===== config.mk =====
export PLATFORM = sky130hd
export DESIGN_NAME = i2c_apb_fifo
export DESIGN_NICKNAME = d
export VERILOG_FILES = /design/src/rtl/i2c_apb_pkg.sv /design/src/rtl/i2c_fifo_mem.sv /design/src/rtl/i2c_apb_fifo.sv
export SDC_FILE = /design/constraint.sdc
export NUM_CORES = 1
export LEC_CHECK = 0
export CORE_MARGIN = 2
export CORE_UTILIZATION = 65
export DETAILED_ROUTE_END_ITERATION = 10
export PLACE_DENSITY = 0.94
export SKIP_CTS_REPAIR_TIMING = 1
export SLEW_MARGIN = 30
export SYNTH_ARGS = -nofsm -noshare
export SYNTH_HDL_FRONTEND = slang
export SYNTH_SLANG_ARGS = --single-unit

===== constraint.sdc =====
create_clock -name PCLK -period 7.3 [get_ports PCLK]
set_input_delay 1.825 -clock PCLK [delete_from_list [all_inputs] [get_ports PCLK]]
set_output_delay 1.825 -clock PCLK [all_outputs]
set_load 0.03 [all_outputs]

===== src/rtl/i2c_apb_pkg.sv =====
// Shared constants for the I2C APB slave: default FIFO geometry
// and register map offsets.
package i2c_apb_pkg;

    localparam int I2C_DWIDTH     = 32;
    localparam int I2C_FIFO_DEPTH = 16;

    localparam int ADDR_TX      = 0;
    localparam int ADDR_RX      = 4;
    localparam int ADDR_CFG     = 8;
    localparam int ADDR_TIMEOUT = 12;

    localparam int CFG_W = 14;

endpackage


===== src/rtl/i2c_fifo_mem.sv =====
// FIFO storage: DEPTH x DWIDTH register array with a synchronous
// write port and an asynchronous read port.
module i2c_fifo_mem
    import i2c_apb_pkg::*;
#(
    parameter int DWIDTH = I2C_DWIDTH,
    parameter int DEPTH  = I2C_FIFO_DEPTH,
    parameter int AW     = $clog2(DEPTH)
) (
    input  logic              clk,
    input  logic              we,
    input  logic [AW-1:0]     waddr,
    input  logic [DWIDTH-1:0] wdata,
    input  logic [AW-1:0]     raddr,
    output logic [DWIDTH-1:0] rdata
);

    logic [DWIDTH-1:0] mem [DEPTH];

    always_ff @(posedge clk) begin
        if (we) begin
            mem[waddr] <= wdata;
        end
    end

    assign rdata = mem[raddr];

endmodule


===== src/rtl/i2c_apb_fifo.sv =====
// First-word-fall-through FIFO between the APB front-end and the
// I2C core, with occupancy flags and sticky overflow/underflow.
module i2c_apb_fifo
    import i2c_apb_pkg::*;
#(
    parameter int DWIDTH    = I2C_DWIDTH,
    parameter int DEPTH     = I2C_FIFO_DEPTH,
    parameter int AF_MARGIN = 2
) (
    input  logic                       PCLK,
    input  logic                       PRESET,
    input  logic                       WR_ENA,
    input  logic [DWIDTH-1:0]          WR_DATA,
    input  logic                       RD_ENA,
    output logic [DWIDTH-1:0]          RD_DATA,
    output logic                       EMPTY,
    output logic                       FULL,
    output logic                       ALMOST_FULL,
    output logic [$clog2(DEPTH):0]     COUNT,
    input  logic                       ERR_CLR,
    output logic                       OVERFLOW,
    output logic                       UNDERFLOW,
    output logic                       ERROR
);

    localparam int AW = $clog2(DEPTH);
    localparam int CW = AW + 1;

    logic [AW-1:0]     wr_ptr;
    logic [AW-1:0]     rd_ptr;
    logic [CW-1:0]     count;
    logic              overflow;
    logic              underflow;
    logic              push;
    logic              pop;
    logic              ovf_evt;
    logic              unf_evt;
    logic [DWIDTH-1:0] head;

    assign EMPTY       = (count == '0);
    assign FULL        = (count == CW'(DEPTH));
    assign ALMOST_FULL = (count >= CW'(DEPTH - AF_MARGIN));

    assign pop     = RD_ENA & ~EMPTY;
    assign push    = WR_ENA & (~FULL | pop);
    assign ovf_evt = WR_ENA & FULL & ~pop;
    assign unf_evt = RD_ENA & EMPTY;

    i2c_fifo_mem #(
        .DWIDTH (DWIDTH),
        .DEPTH  (DEPTH),
        .AW     (AW)
    ) u_mem (
        .clk    (PCLK),
        .we     (push),
        .waddr  (wr_ptr),
        .wdata  (WR_DATA),
        .raddr  (rd_ptr),
        .rdata  (head)
    );

    always_ff @(posedge PCLK) begin
        if (PRESET) begin
            wr_ptr    <= '0;
            rd_ptr    <= '0;
            count     <= '0;
            overflow  <= 1'b0;
            underflow <= 1'b0;
        end else begin
            if (push) begin
                wr_ptr <= wr_ptr + AW'(1);
            end
            if (pop) begin
                rd_ptr <= rd_ptr + AW'(1);
            end
            if (push && !pop) begin
                count <= count + CW'(1);
            end else if (pop && !push) begin
                count <= count - CW'(1);
            end
            // A fresh error event outranks a clear in the same cycle
            overflow  <= ovf_evt | (overflow & ~ERR_CLR);
            underflow <= unf_evt | (underflow & ~ERR_CLR);
        end
    end

    assign RD_DATA   = EMPTY ? '0 : head;
    assign COUNT     = count;
    assign OVERFLOW  = overflow;
    assign UNDERFLOW = underflow;
    assign ERROR     = overflow | underflow;

endmodule


==> impl_metrics.tcl, run 1 <==
set metrics [dict create \
    synthCells 905 \
    drive_gt1_share_pct 27.6 \
    fp.dieArea_um2 33000 \
    place_congestion 0.722 \
    start_util_pct 65.5 \
    period_share_pct 76.9 \
    cts_buffer_depth 3 \
    fp.dieW_um 182 \
    hp-class "reg -> reg" \
    placed_cells_incl_taps 1360 \
    grt_pass1_vias 10700 \
    setup_tns_ns 0 \
    overflow 0 \
    power.density_nw_per_um2 342 \
    finalNonFillerCells 1452 \
    first_iter_violations 1146 \
    wl_per_cell_um 32.0 \
    grt_pass1_wl_um 68900 \
    synth_edf_count 512 \
    max_stage_delay_ns 0.85 \
    ant_nets 0 \
    status "finished clean" \
    tightestPinTransition_ns 0.902 \
    cp.depth 5 \
    multi_input_area_um2 4550 \
    dr.pass1.iters 5 \
    critPathMaxFanout 43 \
    drc_errors 0 \
    fmax_mhz 178 \
    synth_flop_cell "edfxtp_1" \
    dp_hpwl_um 22100 \
    seq_area_frac_synth_pct 76.9 \
    slew_headroom_pct 39.9 \
    die_y_um 182 \
    grt_max_degree 67 \
    async_reset_ff_share_pct 0 \
    skew_ns 0.0214 \
    area_delta_synth_final_pct 14.7 \
    utilization_pct 75.1 \
    crit_path_end_kind "output port" \
    rows 65 \
    core_area_um2 31300 \
    path_buf_inv 2 \
    min_path_cells 2 \
    clkLatencyLatePin_ns 0.56 \
    path_delay_family "buffers and inverters" \
    nFillCells 1544 \
    finalCriticalPeriod_ns 5.62 \
    synth_warnings 0 \
    ff_latch_area_um2 15800 \
    totalWireLength_um 46500 \
    cts_buffers 49 \
    crit_path_cell_trace "buf_4 > mux4_2 > mux2_2 > a221o_1 > clkdlybuf4s50_1" \
    maxSlewViolCount 0 \
    fin_nets 1058 \
    clock-sinks 531 \
    synth_cell_types 40 \
    hold_ws_ns 0.537 \
    final_cell_mix "edfxtp_1 (512), mux4_2 (128), clkdlybuf4s50_1 (79)" \
    num_vias 10200 \
    io_pins 80 \
    cts_root_buf "clkbuf_16" \
    htree_levels 2 \
    syn_nets 953 \
    cts_tree "built" \
    peakVddDrop_mv 0.297 \
    setup_viol 0 \
    hold_viol_final 0 \
    synth_area_per_cell_um2 22.7 \
    cp-start-kind "register" \
    arrival_ns 3.79 \
    layout_commonest_cell "edfxtp_1" \
    track_usage_pct 29.1 \
    slowest_stage "dfxtp_4" \
    path_class "reg -> out" \
    rsz0062_at_grt "false" \
    io_buffers 79 \
    r2r_cells 9 \
    vias_per_cell 7.03 \
    p_leak_nw 7.28 \
    synth_area_um2 20500 \
    synth-seq-cells 531 \
    path_clk_slew_ns 0.06 \
    antenna_found_initial 1 \
    required_ns 5.48 \
    drv_cap 0 \
]
registers in the layout (all words and copies together), names as in the netlist, named ones only:
signal     cells
u_mem.mem    512
COUNT          5
rd_ptr         4
wr_ptr         4
OVERFLOW       1
UNDERFLOW      1
through the flow:
stage                     worst slack (ns)  total power, mW  instance area, um2
after CTS                             1.63             8.08               23500
after detailed placement              2.28             5.49               21800
final                                 1.68             8.05               23500
after global placement                2.31             5.42               21800
after global routing                  1.51             8.28               23500
after floorplan                       2.46             4.90               20500
tightest hold or removal path: stages, from the launching register on:
cell	delay, ns
dfxtp_1	0.33
xor2_1	0.06
nor2_1	0.10
synthesized netlist by cell type, drive strengths merged (3+ instances only):
cell type  number  share of area (%)
nor2b          33                1.0
dfxtp          19                1.9
buf            36                1.2
mux2           34                1.9
o211ai          3               0.18
nor3            5               0.12
nand2           6               0.11
inv             7               0.13
a21oi           4              0.098
ha             10               0.61
xor2            6               0.26
clkbuf         12               0.22
nor2           34               0.70
mux4          128                 14
a221o          32                1.6
edfxtp        512                 75
where the power goes:
part / total [mW] / leakage [nW] / internal [mW] / switching, mW
clock: 2.58 / 0.804 / 1.48 / 1.11
combinational: 1.89 / 1.70 / 0.932 / 0.955
sequential: 3.58 / 4.78 / 3.43 / 0.148
total: 8.05 / 7.28 / 5.84 / 2.21
worst paths after layout:
kind,start,endpoint,slack [ns]
min,rd_ptr[3],rd_ptr[3],0.54
min reg2reg,rd_ptr[3],rd_ptr[3],0.54
max reg2reg,COUNT[0],COUNT[4],4.18
max,register,RD_DATA[2],1.68
final cells by class:
class	instances	share of cell area [%]
multi-input combinational	319	19.4
clock buffer	57	5.61
antenna	1	0.0106
tap	402	2.14
sequential	531	67.1
timing repair buffer	102	4.37
inverter	7	0.112
clock inverter	33	1.33
cell families after synthesis:
family                     synth area share [%]
buffers and inverters                      1.53
adders and majority gates                 0.708
and+or+nand+nor                            2.31
xor gates and xnor gates                  0.342
AOI/OAI and AO/OA                          2.23
DFF                                        76.9
muxes                                      16.0
routing by layer:
metal / vias up / wire, um / track usage [%]
met2: 742 / 23800 / 48.6
met3: 125 / 4210 / 5.52
met1: 5317 / 16700 / 38.6
li1: 4017 / - / -
met4: 0 / 1690 / 11.7
met5: - / 0 / 0
(Power assumes the default switching activity.)
==> run 2, diff against run 1 <==
CORE_UTILIZATION = 60   (was 65)
PLACE_DENSITY = 0.89   (was 0.94)
clock period = 5.4 ns   (was 7.3 ns; I/O delays follow)
==> impl_metrics.tcl, run 2 (synthesis results as in run 1) <==
set metrics [dict create \
    status "finished clean" \
    fin_nets 1069 \
    drive_gt1_share_pct 27.5 \
    min_path_cells 2 \
    path_class "reg -> out" \
    fp.dieW_um 189 \
    hp-class "reg -> reg" \
    arrival_ns 3.46 \
    power.density_nw_per_um2 461 \
    grt_pass1_wl_um 69600 \
    cts_buffers 49 \
    io_pins 80 \
    clkLatencyLatePin_ns 0.56 \
    dr.pass1.iters 5 \
    seq_power_share_pct 44.1 \
    critPathMaxFanout 31 \
    setup_tns_ns 0 \
    largest_reg_flops 512 \
    p_switching_mw 2.97 \
    place_congestion 0.740 \
    fp.dieArea_um2 35700 \
    dp_slack_ns 1.17 \
    worstHoldStart "rd_ptr[3]" \
    overflow 0 \
    dp_hpwl_um 24000 \
    area_delta_synth_final_pct 15.3 \
    grt_pass1_vias 10700 \
    power_frac_comb_pct 24.2 \
    largest-register "u_mem.mem" \
    start_util_pct 61.0 \
    setup_ws_ns 0.587 \
    tightestPinTransition_ns 0.928 \
    required_ns 4.05 \
    clock-sinks 531 \
    finalCriticalPeriod_ns 4.81 \
    wl_per_cell_um 31.2 \
    totalWireLength_um 47100 \
    final_cell_mix "edfxtp_1 (512), mux4_2 (128), clkdlybuf4s50_1 (79)" \
    drc_errors 0 \
    die_y_um 189 \
    slew_headroom_pct 38.0 \
    r2r_cells 9 \
    p_sw_share_pct 27.3 \
    crit_path_end_kind "output port" \
    io_buffers 79 \
    p_leak_nw 7.31 \
    maxSlewViolCount 0 \
    antenna_found_initial 2 \
    rsz0062_at_grt "false" \
    grt_max_degree 39 \
    vias_per_cell 6.75 \
    path_clk_slew_ns 0.06 \
    max_stage_delay_ns 0.73 \
    cts_buffer_depth 3 \
    htree_levels 2 \
    first_iter_violations 1296 \
    layout_commonest_cell "edfxtp_1" \
    fmax_mhz 208 \
    dpl_cell_area_um2 22000 \
    cp-start-kind "register" \
    setup_viol 0 \
    worstReg2RegEnd "COUNT[4]" \
    slowest_stage "dfxtp_4" \
    ant_nets 0 \
    peakVddDrop_mv 0.484 \
    crit_path_cell_trace "buf_4 > mux4_2 > mux2_2 > a221o_1 > clkdlybuf4s50_1" \
    drv_cap 0 \
    core_area_um2 33600 \
    num_vias 10200 \
    reg2reg_slack_ns 2.28 \
    min_to "rd_ptr[3]" \
    final_area_um2 23600 \
    period_share_pct 89.1 \
    reg2reg_from "COUNT[1]" \
    rows 67 \
    track_usage_pct 27.2 \
    cts_root_buf "clkbuf_16" \
    intPower_mw 7.92 \
    hold_viol_final 0 \
    cts_tree "built" \
    pwr-share-clk_pct 31.7 \
    skew_ns 0.0202 \
]
[run 2: cell types whose count changed in the layout (fill, tap and decap cells not counted), moves of 3 or more]
cell      before  now
buf_4         19   27
clkbuf_1       4   10
buf_12         2    7
clkinv_2      14    9
clkinv_1       7   10
[run 2: power by group through the flow]
stage	Sequential [mW]	Combinational (mW)	Clock, mW
2_1_floorplan	4.80	1.83	0
3_3_place_gp	4.88	2.55	0
3_5_place_dp	4.89	2.60	0
4_1_cts	4.81	2.66	3.48
5_1_grt	4.82	2.77	3.63
6_report	4.80	2.64	3.45
[run 2: how the worst max path moves through the flow]
stage	start	endpoint	slack (ns)
detailed placement	register	RD_DATA[30]	1.17
global placement	register	RD_DATA[30]	1.18
global route	register	RD_DATA[22]	0.46
CTS	register	RD_DATA[30]	0.55
floorplan	RD_ENA	u_mem.mem[0][0]	1.04
finish	register	RD_DATA[19]	0.59
[run 2: area by class of cell]
cell class / instances / area [um2]
repair buffers: 113 / 1130
diodes: 2 / 5.00
inverters: 7 / 26.3
clock inverters: 30 / 325
flip-flops and latches: 531 / 15800
clock buffers: 59 / 1260
well taps: 448 / 561
multi-input cells: 319 / 4560
fillers: 1840 / 9980
[run 2: routing by layer]
layer / vias to the layer above / GRT usage [%] / wire, um / share of wire, %
met3: 129 / 4.32 / 4010 / 8.5
met5: - / 0 / 0 / 0
met4: 0 / 11.3 / 1810 / 3.8
li1: 4044 / - / - / -
met1: 5288 / 36.0 / 16800 / 36
met2: 727 / 45.9 / 24500 / 52
[run 2: worst max-delay path: cells and delay by family, from the launching register on]
kind            cells  cell delay [ns]
buf+inv             2             0.99
mux                 2             0.86
flops               1             0.73
compound gates      1             0.30
[run 2: per-stage QoR]
stage          hold WS (ns)  power, mW  util (%)  cells
3_3_place_gp          0.501       7.43      65.6   1418
6_report              0.546       10.9      70.3   1509
2_1_floorplan         0.485       6.63         -    905
5_1_grt               0.574       11.2      70.3   1509
4_1_cts               0.551       10.9      70.3   1507
3_5_place_dp          0.525       7.49      65.6   1418
==> run 3, diff against run 2 <==
GPL_TIMING_DRIVEN = 0   (was default)
==> impl_metrics.tcl, run 3 (synthesis results as in run 1) <==
set metrics [dict create \
    track_usage_pct 27.7 \
    intPower_mw 7.74 \
    io_buffers 78 \
    core_area_um2 33600 \
    power.density_nw_per_um2 451 \
    skew_ns 0.0160 \
    htree_levels 2 \
    slowest_stage "clkdlybuf4s50_1" \
    area_delta_synth_final_pct 16.7 \
    peakVddDrop_mv 0.374 \
    status "finished clean" \
    fp.dieArea_um2 35700 \
    num_vias 10300 \
    io_pins 80 \
    path_buf_inv 5 \
    cts_buffers 49 \
    dr.pass1.iters 7 \
    path_clk_slew_ns 0.06 \
    die_y_um 189 \
    grt_max_degree 20 \
    wl_per_cell_um 31.2 \
    cpMostUsedCell "buf_2" \
    cts_tree "built" \
    pwr-share-clk_pct 30.1 \
    path_class "reg -> out" \
    overflow 0 \
    clock-sinks 531 \
    worstReg2RegEnd "COUNT[4]" \
    period_share_pct 97.0 \
    reg2reg_from "COUNT[0]" \
    fp.dieW_um 189 \
    antenna_found_initial 0 \
    finalCriticalPeriod_ns 5.24 \
    arrival_ns 3.89 \
    grt_pass1_wl_um 70200 \
    utilization_pct 71.2 \
    drive_gt1_share_pct 28.1 \
    r2r_cells 11 \
    hold_viol_final 0 \
    cts_buffer_depth 3 \
    cp-start-kind "register" \
    final_cell_mix "edfxtp_1 (512), mux4_2 (128), clkdlybuf4s50_1 (78)" \
    ant_nets 0 \
    start_util_pct 61.0 \
    rsz0062_at_grt "false" \
    drv_cap 0 \
    clkLatencyLatePin_ns 0.56 \
    setup_viol 0 \
    p_sw_share_pct 28.2 \
    min_path_cells 2 \
    cts_root_buf "clkbuf_16" \
    power_frac_comb_pct 26.3 \
    dp_hpwl_um 28700 \
    rows 67 \
    hold_ws_ns 0.529 \
    drc_errors 0 \
    setup_ws_ns 0.160 \
    maxSlewViolCount 0 \
    seq_power_share_pct 43.6 \
    place_congestion 0.745 \
    critPathMaxFanout 10 \
    largest-register "u_mem.mem" \
    grt_pass1_vias 10700 \
    crit_path_end_kind "output port" \
    first_iter_violations 1220 \
    fin_nets 1115 \
    fmax_mhz 191 \
    required_ns 4.05 \
    tightestPinTransition_ns 1.01 \
    min_to "rd_ptr[3]" \
    reg2reg_slack_ns 2.25 \
    antenna_cells 0 \
    largest_reg_flops 512 \
    p_leak_nw 7.49 \
    layout_commonest_cell "edfxtp_1" \
    cp.depth 7 \
    p_switching_mw 3.05 \
    vias_per_cell 6.65 \
    path_delay_family "buffers and inverters" \
    hp-class "reg -> reg" \
    crit_path_cell_trace "clkbuf_1 > buf_2 > buf_4 > buf_2 > mux2_2 > a221o_1 > clkdlybuf4s50_1" \
    dp_slack_ns 0.677 \
    slew_headroom_pct 32.4 \
    worstHoldStart "rd_ptr[3]" \
    totalWireLength_um 48300 \
    max_stage_delay_ns 0.63 \
]
## run 3: cell types whose count changed in the layout (fill, tap and decap cells not counted), moves of 4 or more
cell / previous run / this run
buf_1: 0 / 4
buf_12: 7 / 0
buf_16: 0 / 13
buf_2: 0 / 20
buf_4: 27 / 22
buf_6: 0 / 10
bufinv_16: 7 / 2
clkbuf_1: 10 / 20
clkinv_1: 10 / 16
clkinv_2: 9 / 4
## run 3: final cells by class
| class | instances | area (um2) |
|---|---|---|
| Clock inverter | 23 | 149 |
| Timing Repair Buffer | 111 | 1290 |
| Buffer | 48 | 290 |
| Multi-Input combinational cell | 319 | 4550 |
| Sequential cell | 531 | 15800 |
| Inverter | 7 | 26.3 |
| Fill cell | 1825 | 9690 |
| Tap cell | 448 | 561 |
| Clock buffer | 61 | 1310 |
## run 3: metal layers
metal	vias up	routed length, um	GRT usage [%]
met5	-	0	0
met4	0	1520	8.68
met3	113	4070	4.77
met2	691	25300	47.5
met1	5365	17500	36.7
li1	4129	-	-
## run 3: power by group through the flow
| stage | Clock, mW | Combinational, mW | Sequential (mW) |
|---|---|---|---|
| global placement | 0 | 2.69 | 4.78 |
| detailed placement | 0 | 2.80 | 4.78 |
| global route | 3.42 | 2.97 | 4.71 |
| CTS | 3.27 | 2.85 | 4.70 |
| floorplan | 0 | 1.83 | 4.80 |
| finish | 3.25 | 2.84 | 4.70 |
## run 3: worst max-delay path by stage
stage	endpoint	slack, ns
after floorplan	u_mem.mem[0][0]	1.04
after global placement	u_mem.mem[0][13]	-1.90
after detailed placement	RD_DATA[2]	0.68
after CTS	RD_DATA[2]	0.04
after global routing	RD_DATA[12]	0.06
final	RD_DATA[2]	0.16
## run 3: through the flow
step	TNS, ns	cells	power [mW]	area, um2
after floorplan	0	905	6.63	20500
after global placement	-263.90	1431	7.47	21800
after detailed placement	0	1464	7.58	22500
after CTS	0	1548	10.8	23900
after global routing	0	1548	11.1	23900
final	0	1548	10.8	23900
## run 3: worst min-delay path, cell delays in order, from the launching register on
cell	delay [ns]
dfxtp_1	0.33
xor2_1	0.06
nor2_1	0.10
